**src/rtl/avalon_pattern_dma_pkg.sv**
```systemverilog
// Shared types and CSR map for the Avalon-MM pattern engine.
package avalon_pattern_dma_pkg;

  typedef enum logic [1:0] {StIdle, StFill, StVerify, StDrain} state_t;

  localparam int unsigned CsrCtrl      = 0;
  localparam int unsigned CsrBase      = 1;
  localparam int unsigned CsrLen       = 2;
  localparam int unsigned CsrSeed      = 3;
  localparam int unsigned CsrStatus    = 4;
  localparam int unsigned CsrErrcnt    = 5;
  localparam int unsigned CsrChecksum  = 6;
  localparam int unsigned CsrWordsDone = 7;

  localparam int unsigned CtrlStart = 0;
  localparam int unsigned CtrlMode  = 1;
  localparam int unsigned CtrlAbort = 2;

  localparam int unsigned StatBusy    = 0;
  localparam int unsigned StatDone    = 1;
  localparam int unsigned StatAborted = 2;

endpackage

```
**src/rtl/avalon_read_tracker.sv**
```systemverilog
// Outstanding-read bookkeeping for verify mode: pending count and index of the next
// expected return word.
module avalon_read_tracker #(
  parameter int unsigned MAX_PENDING = 4,
  parameter int unsigned LENWIDTH    = 16,
  parameter int unsigned PENDWIDTH   = $clog2(MAX_PENDING + 1)
) (
  input  logic                 clk,
  input  logic                 reset_n,
  input  logic                 clear,
  input  logic                 issue,
  input  logic                 readdatavalid,
  output logic                 retire,
  output logic [PENDWIDTH-1:0] pending,
  output logic                 full,
  output logic [LENWIDTH-1:0]  exp_idx
);

  logic [PENDWIDTH-1:0] pending_q, pending_d;
  logic [LENWIDTH-1:0]  idx_q, idx_d;

  // Returns with nothing outstanding (e.g. stale data after reset) are dropped.
  assign retire = readdatavalid && (pending_q != '0);

  always_comb begin
    pending_d = pending_q;
    if (issue && !retire) begin
      pending_d = pending_q + PENDWIDTH'(1);
    end else if (!issue && retire) begin
      pending_d = pending_q - PENDWIDTH'(1);
    end
    idx_d = idx_q;
    if (clear) begin
      idx_d = '0;
    end else if (retire) begin
      idx_d = idx_q + LENWIDTH'(1);
    end
  end

  always_ff @(posedge clk or negedge reset_n) begin
    if (!reset_n) begin
      pending_q <= '0;
      idx_q     <= '0;
    end else begin
      pending_q <= pending_d;
      idx_q     <= idx_d;
    end
  end

  assign pending = pending_q;
  // Looks at the post-update count so a request can be raised back-to-back safely.
  assign full    = (pending_d == PENDWIDTH'(MAX_PENDING));
  assign exp_idx = idx_q;

endmodule

```
**src/rtl/avalon_pattern_dma.sv**
```systemverilog
// CSR-programmed Avalon-MM pattern engine: fills SDRAM with SEED+i or verifies it with
// pipelined reads, reporting error count, checksum and words checked.
module avalon_pattern_dma
  import avalon_pattern_dma_pkg::*;
#(
  parameter int unsigned MASTER_ADDRESSWIDTH = 26,
  parameter int unsigned SLAVE_ADDRESSWIDTH  = 3,
  parameter int unsigned DATAWIDTH           = 32,
  parameter int unsigned NUMREGS             = 8,
  parameter int unsigned LENWIDTH            = 16,
  parameter int unsigned MAX_PENDING         = 4,
  parameter int unsigned ADDR_STEP           = 4,
  parameter logic [MASTER_ADDRESSWIDTH-1:0] ADDR_LIMIT = 26'h212C000
) (
  input  logic                           clk,
  input  logic                           reset_n,
  input  logic [SLAVE_ADDRESSWIDTH-1:0]  display_sel,
  output logic [DATAWIDTH-1:0]           display_data,
  input  logic [SLAVE_ADDRESSWIDTH-1:0]  slave_address,
  input  logic [DATAWIDTH-1:0]           slave_writedata,
  input  logic                           slave_write,
  input  logic                           slave_read,
  input  logic                           slave_chipselect,
  output logic [DATAWIDTH-1:0]           slave_readdata,
  output logic [MASTER_ADDRESSWIDTH-1:0] master_address,
  output logic [DATAWIDTH-1:0]           master_writedata,
  output logic                           master_write,
  output logic                           master_read,
  input  logic [DATAWIDTH-1:0]           master_readdata,
  input  logic                           master_readdatavalid,
  input  logic                           master_waitrequest
);

  localparam int unsigned PendWidth = $clog2(MAX_PENDING + 1);
  localparam int unsigned MAW = MASTER_ADDRESSWIDTH;
  localparam int unsigned DW  = DATAWIDTH;

  state_t               state_q, state_d;
  logic [LENWIDTH-1:0]  issued_q, issued_d, len_q, len_d;
  logic                 abort_q, abort_d, mode_q, mode_d;
  logic                 mwrite_q, mwrite_d, mread_q, mread_d;
  logic [MAW-1:0]       maddr_q, maddr_d;
  logic [DW-1:0]        mdata_q, mdata_d, base_q, base_d, seed_q, seed_d, rdata_q, rdata_d;
  logic                 busy_q, busy_d, done_q, done_d, aborted_q, aborted_d;
  logic [DW-1:0]        errcnt_q, errcnt_d, checksum_q, checksum_d, words_q, words_d;

  logic                 trk_clear, trk_retire, trk_full;
  logic [PendWidth-1:0] trk_pending;
  logic [LENWIDTH-1:0]  trk_idx;
  logic [DW-1:0]        csr_view [NUMREGS];

  logic csr_wr, csr_rd, in_range, wr_ctrl, start_wr, abort_wr, abort_eff, accept_w, accept_r;
  logic [MAW-1:0] next_addr;

  assign csr_wr    = slave_chipselect && slave_write;
  assign csr_rd    = slave_chipselect && slave_read && !slave_write;
  assign in_range  = 32'(slave_address) < NUMREGS;
  assign wr_ctrl   = csr_wr && in_range && (32'(slave_address) == CsrCtrl);
  assign start_wr  = wr_ctrl && slave_writedata[CtrlStart];
  assign abort_wr  = wr_ctrl && slave_writedata[CtrlAbort];
  assign abort_eff = abort_q || abort_wr;
  assign accept_w  = mwrite_q && !master_waitrequest;
  assign accept_r  = mread_q && !master_waitrequest;
  assign next_addr = (maddr_q == ADDR_LIMIT) ? base_q[MAW-1:0] : maddr_q + MAW'(ADDR_STEP);

  avalon_read_tracker #(
    .MAX_PENDING (MAX_PENDING),
    .LENWIDTH    (LENWIDTH),
    .PENDWIDTH   (PendWidth)
  ) u_tracker (
    .clk           (clk),
    .reset_n       (reset_n),
    .clear         (trk_clear),
    .issue         (accept_r),
    .readdatavalid (master_readdatavalid),
    .retire        (trk_retire),
    .pending       (trk_pending),
    .full          (trk_full),
    .exp_idx       (trk_idx)
  );

  always_comb begin
    for (int i = 0; i < int'(NUMREGS); i++) csr_view[i] = '0;
    csr_view[CsrCtrl][CtrlMode]        = mode_q;
    csr_view[CsrBase]                  = base_q;
    csr_view[CsrLen]                   = DW'(len_q);
    csr_view[CsrSeed]                  = seed_q;
    csr_view[CsrStatus][StatBusy]      = busy_q;
    csr_view[CsrStatus][StatDone]      = done_q;
    csr_view[CsrStatus][StatAborted]   = aborted_q;
    csr_view[CsrErrcnt]                = errcnt_q;
    csr_view[CsrChecksum]              = checksum_q;
    csr_view[CsrWordsDone]             = words_q;
  end

  assign display_data = (32'(display_sel) < NUMREGS) ? csr_view[display_sel] : '0;

  always_comb begin
    state_d    = state_q;
    issued_d   = issued_q;
    abort_d    = abort_q;
    mode_d     = mode_q;
    len_d      = len_q;
    base_d     = base_q;
    seed_d     = seed_q;
    mwrite_d   = mwrite_q;
    mread_d    = mread_q;
    maddr_d    = maddr_q;
    mdata_d    = mdata_q;
    busy_d     = busy_q;
    done_d     = done_q;
    aborted_d  = aborted_q;
    errcnt_d   = errcnt_q;
    checksum_d = checksum_q;
    words_d    = words_q;
    rdata_d    = rdata_q;
    trk_clear  = 1'b0;

    if (csr_wr && in_range && !busy_q) begin
      case (32'(slave_address))
        CsrCtrl: mode_d = slave_writedata[CtrlMode];
        CsrBase: base_d = slave_writedata;
        CsrLen:  len_d  = slave_writedata[LENWIDTH-1:0];
        CsrSeed: seed_d = slave_writedata;
        default: ;
      endcase
    end
    if (csr_rd) begin
      rdata_d = in_range ? csr_view[slave_address] : '0;
    end

    if (trk_retire) begin
      checksum_d = checksum_q + master_readdata;
      if ((master_readdata != seed_q + DW'(trk_idx)) && (errcnt_q != '1)) begin
        errcnt_d = errcnt_q + DW'(1);
      end
      if (words_q != '1) words_d = words_q + DW'(1);
    end

    case (state_q)
      StIdle: begin
        if (start_wr) begin
          trk_clear  = 1'b1;
          done_d     = 1'b0;
          aborted_d  = 1'b0;
          errcnt_d   = '0;
          checksum_d = '0;
          words_d    = '0;
          abort_d    = 1'b0;
          issued_d   = '0;
          maddr_d    = base_q[MAW-1:0];
          mdata_d    = seed_q;
          if (len_q == '0) begin
            done_d = 1'b1;
          end else begin
            busy_d = 1'b1;
            if (slave_writedata[CtrlMode]) begin
              state_d = StVerify;
              mread_d = 1'b1;
            end else begin
              state_d  = StFill;
              mwrite_d = 1'b1;
            end
          end
        end
      end
      StFill: begin
        if (abort_wr) abort_d = 1'b1;
        if (accept_w) begin
          issued_d = issued_q + LENWIDTH'(1);
          maddr_d  = next_addr;
          mdata_d  = mdata_q + DW'(1);
          if ((issued_d == len_q) || abort_eff) begin
            mwrite_d = 1'b0;
            state_d  = StDrain;
          end
        end
      end
      StVerify: begin
        if (abort_wr) abort_d = 1'b1;
        if (accept_r) begin
          issued_d = issued_q + LENWIDTH'(1);
          maddr_d  = next_addr;
        end
        // A request still waiting on waitrequest is held untouched.
        if (!mread_q || accept_r) begin
          if ((issued_d == len_q) || abort_eff) begin
            mread_d = 1'b0;
            state_d = StDrain;
          end else begin
            mread_d = !trk_full;
          end
        end
      end
      StDrain: begin
        if (trk_pending == '0) begin
          state_d   = StIdle;
          busy_d    = 1'b0;
          done_d    = 1'b1;
          aborted_d = abort_q;
        end
      end
      default: state_d = StIdle;
    endcase
  end

  always_ff @(posedge clk or negedge reset_n) begin
    if (!reset_n) begin
      state_q    <= StIdle;
      issued_q   <= '0;
      abort_q    <= 1'b0;
      mode_q     <= 1'b0;
      len_q      <= '0;
      base_q     <= '0;
      seed_q     <= '0;
      mwrite_q   <= 1'b0;
      mread_q    <= 1'b0;
      maddr_q    <= '0;
      mdata_q    <= '0;
      busy_q     <= 1'b0;
      done_q     <= 1'b0;
      aborted_q  <= 1'b0;
      errcnt_q   <= '0;
      checksum_q <= '0;
      words_q    <= '0;
      rdata_q    <= '0;
    end else begin
      state_q    <= state_d;
      issued_q   <= issued_d;
      abort_q    <= abort_d;
      mode_q     <= mode_d;
      len_q      <= len_d;
      base_q     <= base_d;
      seed_q     <= seed_d;
      mwrite_q   <= mwrite_d;
      mread_q    <= mread_d;
      maddr_q    <= maddr_d;
      mdata_q    <= mdata_d;
      busy_q     <= busy_d;
      done_q     <= done_d;
      aborted_q  <= aborted_d;
      errcnt_q   <= errcnt_d;
      checksum_q <= checksum_d;
      words_q    <= words_d;
      rdata_q    <= rdata_d;
    end
  end

  assign slave_readdata   = rdata_q;
  assign master_address   = maddr_q;
  assign master_writedata = mdata_q;
  assign master_write     = mwrite_q;
  assign master_read      = mread_q;

endmodule

```
**config.mk**
```make
export PLATFORM = sky130hd
export DESIGN_NAME = avalon_pattern_dma
export DESIGN_NICKNAME = d
export VERILOG_FILES = /design/src/rtl/avalon_pattern_dma_pkg.sv /design/src/rtl/avalon_read_tracker.sv /design/src/rtl/avalon_pattern_dma.sv
export SDC_FILE = /design/constraint.sdc
export NUM_CORES = 1
export LEC_CHECK = 0
export CELL_PAD_IN_SITES_DETAIL_PLACEMENT = 1
export CELL_PAD_IN_SITES_GLOBAL_PLACEMENT = 1
export CORE_MARGIN = 5
export CORE_UTILIZATION = 35
export DETAILED_ROUTE_END_ITERATION = 7
export PLACE_DENSITY_LB_ADDON = 0.1
export SLEW_MARGIN = 20
export SYNTH_ARGS = -nofsm -noshare
export SYNTH_HDL_FRONTEND = slang
export SYNTH_SLANG_ARGS = --single-unit
```
**constraint.sdc**
```tcl
create_clock -name clk -period 5.1 [get_ports clk]
set_input_delay 1.02 -clock clk [delete_from_list [all_inputs] [get_ports clk]]
set_output_delay 1.02 -clock clk [all_outputs]
set_load 0.05 [all_outputs]
```
==> metrics.csv, run 1 <==
stage,metric,value,unit
logic_synthesis,async_flop_share,100,%
clock_network,clk_path_buf_depth,3,
outcome,status,"finished, final reports clean",
die,rows,90,
logic_synthesis,yosysMostFrequentCell,dfrtp_1,
sta,fin_crit_sh,86.5,%
logic_synthesis,synth-warning-count,0,
grt,overflow,0,
clock_network,cts_made_buffers,41,
logic_synthesis,ys_types,82,
sta,fin_hold_ws,418,ps
die,start_util,35.3,%
critical_path,cpMaxStageDelayCell,clkdlybuf4s50_1,
power_and_ir_drop,p_per_area,618,nW/µm²
routing,wl_per_cell,27.4,µm
grt,gr-usage-all-layers,27.0,%
logic_synthesis,synth_edf_count,0,
hold_path,hold_path_class,input pin to asynchronous set/reset pin,
critical_path,crit_path_max_fanout,3,
critical_path,crit_path_cell_trace,clkdlybuf4s50_1 > ha_1 > a211oi_1 > o21a_1 > nor3b_1 > o311a_1 > o311ai_1 > o211ai_1 > and3_1 > a2111oi_0 > buf_4 > xor2_1 > or3_1 > a21oi_1,
sta,report.final.slew_viol_count,0,
routing,via_count,20598,
logic_synthesis,synth_area,21300,µm²
critical_path,worstRegToRegCells,14,
die,fp.dieH,257,µm
critical_path,endpoint_kind,flip-flop,
critical_path,start_kind,input pin,
critical_path,crit_arrival,4910,ps
logic_synthesis,ys_ff_latch,310,
critical_path,worstSetupPathType,input pin to flip-flop,
clock_network,path_clk_slew,60,ps
logic_synthesis,synth_common_cells,"dfrtp_1, nand2_1, a21oi_1, o21ai_0, nor2_1",
routing,ant_nets,0,
routing,drcViolationCount,0,
logic_synthesis,synth_cells,2410,
grt,grt_antenna_before_repair,3,
routing,wirelength,92400,µm
clock_network,post_cts_resized,0,
routing,first_iter_violations,1552,
logic_synthesis,yosys.area.top_type_share,36.4,%
sta,slew_headroom,28.6,%
die,boundaryPins,201,
logic_synthesis,yosys.area.top_type,dfrtp_1,
critical_path,path_buf_inv,2,
sta,fmax,0.227,GHz
critical_path,cp_top_family,compound AO/OA/AOI/OAI gates,
die,coreArea,60400,µm²
sta,fin_crit,4410,ps
grt,grt_pass1_vias,21023,
run,drv_cap,0,
sta,tightestPinTransition,1070,ps
logic_synthesis,synth-main-ff-cell,dfrtp_1,
die,die_width,257,µm
die,dieArea,66000,µm²
clock_network,cts-root-buf,clkbuf_16,
sta,setup_viol,0,
clock_network,clk_latency,580,ps
critical_path,cp_num_cells,14,
grt,grt_pass1_wl,138000,µm
sta,fin_skew,20.2,ps
clock_network,cts_tree,built,
power_and_ir_drop,p_leak,0.0107,µW
logic_synthesis,syn-num-nets,2550,
clock_network,htree_levels,2,
sta,rsz0062_at_grt,no,
clock_network,post_cts_buffers,0,
critical_path,cp.required,5600,ps
logic_synthesis,ys_seq_area_share,36.4,%
critical_path,max_stage_delay,500,ps
power_and_ir_drop,vdd_drop_max,0.000379,V
routing,vias_per_cell,6.10,
placed_design,hpwl,68700,µm
sta,finalHoldViolations,0,
cells_and_area,drive_above_1_share,12.9,%
placed_design,gp_congestion,0.899,
logic_synthesis,synth_top_cells_by_area,"dfrtp_1, mux2_2, nand2_1",
logic_synthesis,synth_area_per_cell,8.85,µm²
cells_and_area,fin_nets,2704,
sta,fin_setup_tns,0,ps
grt,grt_max_degree,105,
placed_design,port-buffer-count,200,
clock_network,numClockSinks,310,
cells_and_area,area_growth,19.7,%
routing,first_pass_iters,5,
clock_network,cts.hold.buffers_added,0,
## per-stage QoR
stage / power [µW] / instances / worst slack [ps] / area (µm²) / util [%]
after detailed placement: 12900 / 3303 / 130 / 24200 / 40.1
after floorplan: 9530 / 2410 / 508 / 21300 / -
after global routing: 16600 / 3377 / 309 / 25500 / 42.3
after global placement: 12700 / 3303 / 226 / 24200 / 40.1
final: 15800 / 3378 / 688 / 25500 / 42.3
after CTS: 15800 / 3377 / 710 / 25500 / 42.3
## per-layer routing
metal | track usage [%] | vias to the layer above | part of all wire [%]
met5 | 0 | - | 0
met4 | 8.77 | 0 | 3.5
met3 | 2.99 | 121 | 4.3
met2 | 46.1 | 530 | 49
met1 | 35.9 | 10703 | 43
li1 | - | 9244 | -
## final timing paths
| path | end | slack, ps | from |
|---|---|---|---|
| worst max-delay path | checksum_q[31] | 690 | master_readdata[1] |
| worst min-delay path | master_writedata[7] | 420 | reset_n |
| worst max register to register | errcnt_q[13] | 790 | u_tracker.exp_idx[0] |
| worst min register to register | slave_readdata[0] | 480 | slave_readdata[0] |
| max in group asynchronous | slave_readdata[0] | 3560 | reset_n |
| min in group clk | slave_readdata[0] | 480 | slave_readdata[0] |
## state kept, by name, indices dropped and copies added (netlist names), 16 cells and up
name and flops:
issued_q 16, base_q 32, master_writedata 32, u_tracker.exp_idx 16, checksum_q 32, errcnt_q 32
master_address 26, len_q 16, words_q 32, slave_readdata 32, seed_q 32
## cells by family (layout without fill, tap and decap cells)
kind of cell / after synthesis / in the layout / share of synthesized area [%]
compound gates: 715 / 715 / 21.3
xor+xnor: 141 / 141 / 5.79
fa+ha+maj: 64 / 64 / 3.81
buf+inv: 205 / 390 / 3.79
flops: 310 / 310 / 36.4
mux: 207 / 207 / 11.3
other cells: 0 / 1 / 0
simple gates: 768 / 768 / 17.7
## worst register-to-register path: cells and delay by family (launching register included)
kind                     cells  cell delay (ps)
AO/OA/AOI/OAI                8             1770
AND/OR/NAND/NOR              3             1030
adder cells (fa/ha/maj)      2              680
flip-flops                   1              460
buffers and inverters        1              280
## report_power, final
group	switching, µW	total (µW)	internal (µW)	leakage (µW)
Combinational	4970	7990	3020	0.00609
Clock	1220	2860	1630	0.000631
Sequential	1670	4920	3260	0.00397
## area by class of cell
type | instances | area [µm²]
Sequential cell | 310 | 7760
Tap cell | 782 | 978
Fill cell | 6969 | 34800
Multi-Input combinational cell | 1895 | 12800
Antenna cell | 1 | 2.50
Inverter | 40 | 150
Clock inverter | 15 | 139
Timing Repair Buffer | 276 | 2550
Clock buffer | 59 | 1150
## placed cells by master, fill, tap and decap left out, types with 62 or more instances in the layout
master           Yosys  layout
a21oi_1            192     192
buf_4                0      86
clkdlybuf4s50_1      0     180
dfrtp_1            310     310
mux2_2             131     131
mux2i_1             62      62
nand2_1            271     271
nand3_1            102     102
nor2_1             138     136
o21ai_0            178     178
xnor2_1             69      69
xor2_1              72      72
(Power assumes the default switching activity.)
==> run 2: changes to the inputs <==
- CELL_PAD_IN_SITES_DETAIL_PLACEMENT: 1 -> 0
==> metrics.csv, run 2 (synthesis gave the netlist of run 1 again) <==
stage,metric,value,unit,change
clock_network,post_cts_resized,0,,unchanged
sta,setup_viol,0,,unchanged
grt,grt_pass1_wl,131000,µm,-5.5%
clock_network,clk_latency,580,ps,about the same
power_and_ir_drop,seq_power_share,31.3,%,about the same
clock_network,cts_made_buffers,40,,-2.4%
power_and_ir_drop,intPower,7970,µW,+0.67%
power_and_ir_drop,power_switching,7640,µW,-2.8%
power_and_ir_drop,vdd_drop_max,0.000276,V,-27%
die,fp.dieH,257,µm,unchanged
power_and_ir_drop,p_comb_share,50.2,%,-0.5 points
grt,gr-usage-all-layers,25.7,%,-1.3 points
routing,first_pass_iters,7,,+2
routing,wirelength,87600,µm,-5.1%
grt,grt_pass1_vias,19424,,-7.6%
sta,fin_skew,19.5,ps,-0.743 ps
power_and_ir_drop,p_clk_share,18.5,%,+0.4 points
grt,grt_antenna_before_repair,1,,-2
sta,fmax,0.224,GHz,-1.1%
critical_path,worstRegToRegCells,14,,unchanged
critical_path,endpoint_kind,flip-flop,,
critical_path,worstSetupPathType,input pin to flip-flop,,
die,boundaryPins,201,,unchanged
critical_path,crit_path_max_fanout,3,,unchanged
critical_path,rr_startpoint,u_tracker.exp_idx[0],,
placed_design,hpwl,65000,µm,-5.3%
critical_path,start_kind,input pin,,
power_and_ir_drop,swShare,48.9,%,-0.88 points
outcome,status,"finished, final reports clean",,
die,start_util,35.3,%,unchanged
cells_and_area,layout_common_cells,"dfrtp_1, nand2_1, a21oi_1, clkdlybuf4s50_1, o21ai_0",,
sta,slew_headroom,31.0,%,+2.4 points
die,dieArea,66000,µm²,unchanged
routing,first_iter_violations,1581,,+1.9%
cells_and_area,mostFrequentLayoutCell,dfrtp_1,,
sta,fin_crit,4460,ps,+51.0 ps
critical_path,rr_endpoint,errcnt_q[6],,
clock_network,cts_tree,built,,
sta,finalHoldViolations,0,,unchanged
die,die_width,257,µm,unchanged
hold_path,hold_path_class,input pin to asynchronous set/reset pin,,
placed_design,port-buffer-count,200,,unchanged
die,coreArea,60400,µm²,unchanged
die,rows,90,,unchanged
routing,ant_nets,0,,unchanged
grt,overflow,0,,unchanged
sta,rsz0062_at_grt,no,,
clock_network,cts-root-buf,clkbuf_16,,
clock_network,post_cts_buffers,0,,unchanged
placed_design,placed_cell_area,24200,µm²,unchanged
clock_network,cts.hold.buffers_added,0,,unchanged
routing,wl_per_cell,26.0,µm,-5.1%
routing,via_count,19906,,-3.4%
clock_network,htree_levels,2,,unchanged
cells_and_area,fin_nets,2703,,-0.037%
sta,fin_crit_sh,87.5,%,+1.0 points
run,drv_cap,0,,unchanged
sta,fin_setup_tns,0,ps,unchanged
routing,vias_per_cell,5.90,,-3.3%
sta,fin_hold_ws,403,ps,-14.8 ps
cells_and_area,area_growth,19.8,%,about the same
clock_network,numClockSinks,310,,unchanged
power_and_ir_drop,p_per_area,611,nW/µm²,-1.1%
sta,tightestPinTransition,1030,ps,-36.4 ps
power_and_ir_drop,p_leak,0.0107,µW,about the same
placed_design,gp_congestion,0.899,,unchanged
critical_path,crit_arrival,4960,ps,+50 ps
cells_and_area,final_area,25500,µm²,about the same
grt,grt_max_degree,105,,unchanged
critical_path,reg2reg_slack,930,ps,+140 ps
sta,report.final.slew_viol_count,0,,unchanged
clock_network,clk_path_buf_depth,3,,unchanged
critical_path,cp.required,5600,ps,about the same
routing,drcViolationCount,0,,unchanged
clock_network,path_clk_slew,60,ps,about the same
cells_and_area,drive_above_1_share,13.0,%,+0.054 points
run 2: critical path, stage by stage:
cell and delay (ps):
clkdlybuf4s50_1 490, ha_1 350, a211oi_1 390, o21a_1 220
nor3b_1 80, o311a_1 430, o311ai_1 500, o211ai_1 160
and3_1 160, a2111oi_0 450, buf_4 190, xor2_1 60
or3_1 310, a21oi_1 150
run 2: metrics by stage:
stage          cells  setup slack, ps  util [%]  total power [µW]
6_report        3376              637      42.3             15600
5_1_grt         3374              324      42.3             16600
4_1_cts         3374              633      42.3             15700
3_5_place_dp    3303             50.8      40.1             12700
3_3_place_gp    3303              226      40.1             12700
2_1_floorplan   2410              508         -              9530
run 2: power by group through the flow:
stage | clock (µW) | combinational (µW) | sequential (µW)
final | 2890 | 7830 | 4880
after global routing | 3050 | 8530 | 4970
after CTS | 2950 | 7860 | 4890
after detailed placement | 0 | 7830 | 4920
after global placement | 0 | 7770 | 4900
after floorplan | 0 | 4570 | 4970
run 2: layer usage:
layer	track usage (%)	vias to the layer above	wire length, µm
li1	-	9264	-
met1	34.2	9964	38100
met2	42.1	560	40900
met3	4.11	118	4650
met4	10.2	0	4050
met5	0	-	0
run 2: worst max path at each step:
stage,startpoint,endpoint,slack [ps],depth (start not counted)
after global placement,master_readdata[1],checksum_q[31],230,14
after floorplan,display_sel[1],display_data[30],510,5
after CTS,master_readdata[1],checksum_q[31],630,14
after global routing,master_readdata[0],checksum_q[30],320,14
after detailed placement,master_readdata[1],checksum_q[31],50,14
final,master_readdata[1],checksum_q[31],640,14
run 2: layout make-up:
| cell class | count | area (µm²) |
|---|---|---|
| Fill cell | 5991 | 34800 |
| Inverter | 40 | 150 |
| Tap cell | 782 | 978 |
| Clock inverter | 17 | 198 |
| Multi-Input combinational cell | 1895 | 12800 |
| Timing Repair Buffer | 276 | 2550 |
| Sequential cell | 310 | 7760 |
| Antenna cell | 2 | 5.00 |
| Clock buffer | 54 | 1110 |
